$ cat src/rtl/eq_pkg.sv
// Shared types and default constants for the equivalence monitor.
package eq_pkg;

   typedef enum logic [1:0] {
      WARM = 2'd0,
      RUN  = 2'd1,
      DONE = 2'd2
   } eq_state_t;

   localparam int DEF_WARMUP  = 4;
   localparam int DEF_RUN_LEN = 1024;
   localparam int DEF_CNT_W   = 32;

endpackage

$ cat src/rtl/eq_sat_counter.sv
// Up-counter with increment enable and synchronous clear that sticks at all-ones.
module eq_sat_counter #(
   parameter int W = 32
) (
   input  logic         clk,
   input  logic         clr,
   input  logic         inc,
   output logic [W-1:0] count
);

   always_ff @(posedge clk) begin
      if (clr) begin
         count <= '0;
      end else if (inc && (count != {W{1'b1}})) begin
         count <= count + W'(1);
      end
   end

endmodule

$ cat src/rtl/eq_monitor.sv
// Equivalence-run monitor: warm-up, RUN_LEN checked cycles, first-mismatch capture.
// Build option: EQ_MONITOR_STOP_ON_FAIL_EN ends the run at the first counted mismatch.
module eq_monitor
   import eq_pkg::*;
#(
   parameter int WIDTH   = 8,
   parameter int WARMUP  = DEF_WARMUP,
   parameter int RUN_LEN = DEF_RUN_LEN,
   parameter int CNT_W   = DEF_CNT_W
) (
   input  logic             clk,
   input  logic             rst,
   input  logic             valid,
   input  logic [WIDTH-1:0] match,
   input  logic             trigger,
   output logic             done,
   output logic             fail,
   output logic [WIDTH-1:0] first_mask,
   output logic [CNT_W-1:0] first_cycle,
   output logic [CNT_W-1:0] mismatch_cnt,
   output eq_state_t        state_dbg
);

   // valid qualifies match/trigger for one cycle; there is no ready because the
   // monitor never stalls. done is the only back-pressure: the source stops on it.

   localparam logic [CNT_W-1:0] WARM_INIT = CNT_W'(WARMUP);
   localparam logic [CNT_W-1:0] LAST_IDX  = CNT_W'(RUN_LEN - 1);

   eq_state_t        state_q, state_d;
   logic [CNT_W-1:0] warm_cnt_q;
   logic [CNT_W-1:0] check_idx_q;
   logic             check_cycle;
   logic             mismatch;
   logic             counted;
   logic             first_hit;
   logic             last_check;

   assign check_cycle = (state_q == RUN) && valid;
   // A trigger/match disagreement also lands here, since either term alone flags it.
   assign mismatch    = trigger || !(&match);
   assign counted     = check_cycle && mismatch;
   assign first_hit   = counted && !fail;
   assign last_check  = check_cycle && (check_idx_q == LAST_IDX);

   always_comb begin
      state_d = state_q;
      case (state_q)
         WARM: begin
            if (warm_cnt_q == '0) begin
               state_d = RUN;
            end else if (valid && (warm_cnt_q == CNT_W'(1))) begin
               state_d = RUN;
            end
         end
         RUN: begin
            if (last_check) begin
               state_d = DONE;
            end
`ifdef EQ_MONITOR_STOP_ON_FAIL_EN
            if (first_hit) begin
               state_d = DONE;
            end
`endif
         end
         DONE:    state_d = DONE;
         default: state_d = WARM;
      endcase
   end

   always_ff @(posedge clk) begin
      if (rst) begin
         state_q     <= WARM;
         warm_cnt_q  <= WARM_INIT;
         check_idx_q <= '0;
         fail        <= 1'b0;
         first_mask  <= '0;
         first_cycle <= '0;
      end else begin
         state_q <= state_d;
         if ((state_q == WARM) && valid && (warm_cnt_q != '0)) begin
            warm_cnt_q <= warm_cnt_q - CNT_W'(1);
         end
         if (check_cycle && !last_check) begin
            check_idx_q <= check_idx_q + CNT_W'(1);
         end
         if (first_hit) begin
            fail        <= 1'b1;
            first_mask  <= ~match;
            first_cycle <= check_idx_q;
         end
      end
   end

   eq_sat_counter #(
      .W(CNT_W)
   ) u_mismatch_cnt (
      .clk  (clk),
      .clr  (rst),
      .inc  (counted),
      .count(mismatch_cnt)
   );

   assign done      = (state_q == DONE);
   assign state_dbg = state_q;

endmodule

$ cat config.mk
export PLATFORM = sky130hd
export DESIGN_NAME = eq_monitor
export DESIGN_NICKNAME = d
export VERILOG_FILES = /design/src/rtl/eq_pkg.sv /design/src/rtl/eq_sat_counter.sv /design/src/rtl/eq_monitor.sv
export SDC_FILE = /design/constraint.sdc
export NUM_CORES = 1
export LEC_CHECK = 0
export ABC_AREA = 1
export BUFFER_PORTS_ARGS = -buffer_cell sky130_fd_sc_hd__buf_2
export CELL_PAD_IN_SITES_DETAIL_PLACEMENT = 1
export CELL_PAD_IN_SITES_GLOBAL_PLACEMENT = 2
export CORE_AREA = 2 2 152 154
export CTS_BUF_LIST = sky130_fd_sc_hd__clkbuf_8
export DETAILED_ROUTE_END_ITERATION = 8
export DIE_AREA = 0 0 154 156
export PLACE_DENSITY = 0.84
export SYNTH_ARGS = -nofsm -noshare
export SYNTH_HDL_FRONTEND = slang
export SYNTH_SLANG_ARGS = --single-unit
$ cat constraint.sdc
create_clock -name clk -period 2.41 [get_ports clk]
set_clock_uncertainty 0.05 [all_clocks]
set_input_delay 0.241 -clock clk [delete_from_list [all_inputs] [get_ports clk]]
set_output_delay 0.241 -clock clk [all_outputs]
set_load 0.1 [all_outputs]
==> reports/qor.yml <==
status: "completed"
critPathLaunchType: "flop"
ys_async_sr_fraction: 0
port_buffers: 87
swShare: 0.445
critical_path.slowest_cell: "nand2_2"
clk_latency_ps: 470
htree_num_levels: 4
cp-end-kind: "flop"
cts_buffer_depth: 2
setup_tns_ps: 0
core_area_sq_um: 22400
synth_compound_area_frac: 0.110
ios: 88
cp.arrival_ps: 2350
path_common_cell: "nand2_1"
power_frac_clock: 0.270
nFillCells: 3000
slew_viol_final: 0
total_power_uw: 7380
area_growth_pct: 14.9
ys_seq_elements: 139
wirelength_um: 24100
cts_buffers: 17
vias_per_cell: 4.89
nets: 1318
ys_warn_count: 0
ys_seq_area_frac: 0.359
antenna_found_initial: 0
hold_viol: 0
postCtsSetupRepairBufs: 0
cts_tree: "yes"
grt_pass1_vias: 7864
synth_edf_count: 0
synth_top_family_by_area: "simple AND/OR/NAND/NOR gates"
drv_cap: 0
dp_hpwl_um: 17500
critical_path_class: "flop to flop"
power_leakage_uw: 0.00359
via_count: 7797
synthFlopType: "dfxtp_1"
cts_resized: 0
synthSimpleGateAreaFrac: 0.382
synth_area_sq_um: 7750
synth_top_cell_by_area: "dfxtp_1"
power_density_nw_per_um2: 830
setup_violations: 0
drt-pass1-iter-count: 4
clk_pin_slew_ps: 100
std_cell_rows: 55
critPathRequiredTime_ps: 2700
grt-ovfl-total: 0
netlist.area_leader.share: 0.359
muxShareOfSynthArea: 0
worst_slew_pin_slew_ps: 579
drc_errors: 0
vdd_ir_drop_max_mv: 0.533
slew_headroom: 0.614
clock-sinks: 139
synth.top_cells.by_area: "dfxtp_1 36%, nand2_1 20%, nor2_1 9.1%, a21oi_1 7.6%, nand3_1 4.7%"
pwr-share-seq: 0.358
ys_types: 33
final_common_cell: "nand2_1"
grt_pass1_wl_um: 39800
initial_utilization: 0.346
period_needed_ps: 2060
netlist_instances: 1215
die_x_um: 154
avgSynthCellArea_sq_um: 6.38
n_antenna_cell: 0
synth-adder-area-share: 0.0129
grt_max_degree: 110
placed_area_sq_um: 8420
slowest_delay_ps: 390
p_sw_uw: 3290
wire_per_inst_um: 15.1
clock-root-buffer: "clkbuf_8"
combPwrFrac: 0.373
die_area_sq_um: 24000
finalCritPeriodShare: 0.855
drtIter0Drc: 330
die_h_um: 156
track_usage: 0.205
synth-xor-area-share: 0.0633
min_path_type: "input pin to flop"
gp_congestion: 0.859
fmax_mhz: 485
final_area_sq_um: 8900
synth_nets: 1235
cp_cell_sequence: "inv_1, ha_1, nand2_1, nor2_2, nand2_1, inv_1, nand2_1, nand2_2, o21bai_1, nand2_1, nor2_1"
dpl.cell_count: 1556
instances_no_fill: 1596
rsz0062_at_grt: "false"
final_cell_mix: "415 x nand2_1, 187 x nor2_1, 136 x dfxtp_1"
ant_nets: 0
power.internal_uw: 4100
drive_gt1_frac: 0.130
cp_max_fo: 23
[state kept, by name, indices dropped and copies added (netlist names)]
name                  count
check_idx_q              32
first_cycle              32
u_mismatch_cnt.count     32
warm_cnt_q               32
first_mask                8
state_dbg                 2
fail                      1
[logic make-up after synthesis]
| family | after synthesis |
|---|---|
| XOR/XNOR | 56 |
| adder cells (fa/ha/maj) | 8 |
| AO/OA/AOI/OAI | 159 |
| AND/OR/NAND/NOR | 722 |
| flip-flops | 139 |
| buffers and inverters | 131 |
[synth_stat cells (2+ instances only)]
library cell    n
a21boi_0        2
a21oi_1       117
a21oi_2        12
and2_1          3
buf_2          17
buf_4           2
buf_6           4
clkbuf_1       18
clkinv_1        2
dfxtp_1       139
ha_1            8
inv_1          85
inv_2           2
nand2_1       415
nand2_2         7
nand2_4         3
nand3_1        73
nand3b_1        2
nand4_1         5
nor2_1        187
nor2_2          8
nor2_4          2
nor3_1         13
o21ai_0        26
xnor2_1        22
xor2_1         34
[through the flow]
step / worst slack, ps / hold slack, ps / utilization
after floorplan: 104 / 281 / -
final: 350 / 141 / 0.398
after global placement: 431 / 385 / 0.377
after detailed placement: 332 / 387 / 0.377
after CTS: 318 / 124 / 0.398
after global routing: 137 / 139 / 0.398
[worst paths after layout]
path | startpoint | endpoint | slack, ps | cells past startpoint
max | warm_cnt_q[0]$_SDFFE_PP0P_ | warm_cnt_q[25]$_SDFFE_PP0P_ | 350 | 11
min reg2reg | first_cycle[10]$_SDFFE_PP0P_ | first_cycle[10]$_SDFFE_PP0P_ | 410 | 2
max reg2reg | warm_cnt_q[0]$_SDFFE_PP0P_ | warm_cnt_q[25]$_SDFFE_PP0P_ | 350 | 11
min | rst | u_mismatch_cnt.count[1]$_SDFFE_PP0P_ | 140 | 4
[area by class of cell]
class | count | area (sq um) | share of cell area
multi-input combinational | 945 | 4400 | 0.495
clock buffer | 18 | 248 | 0.0278
sequential | 139 | 2790 | 0.313
inverter | 89 | 334 | 0.0375
tap | 285 | 357 | 0.0401
clock inverter | 14 | 148 | 0.0166
timing repair buffer | 106 | 626 | 0.0703
[timing repair]
item	4_1_cts	5_1_grt
setup endpoints to repair	0	0
hold buffers	8	0
endpoints found under the hold margin	8	0
[critical path, delay by kind of cell (launching register included)]
kind                       cells  cell delay, ps
adders and majority gates      1             250
DFF                            1             340
buffers and inverters          2             180
AOI/OAI and AO/OA              1             110
and+or+nand+nor                7            1010
[metal layers]
| metal | global-route usage | vias to the layer above | wire length (um) |
|---|---|---|---|
| li1 | - | 4002 | - |
| met1 | 0.272 | 3674 | 11900 |
| met2 | 0.343 | 102 | 11100 |
| met3 | 0.0419 | 19 | 909 |
| met4 | 0.0494 | 0 | 243 |
| met5 | 0 | - | 0 |
[power by group through the flow]
stage | logic [uW] | clock network [uW] | registers [uW]
detailed placement | 2770 | 0 | 2690
global route | 3100 | 2150 | 2670
finish | 2750 | 1990 | 2640
CTS | 2790 | 2060 | 2640
global placement | 2730 | 0 | 2690
floorplan | 1770 | 0 | 3040
Power figures use the tool's default switching activity.
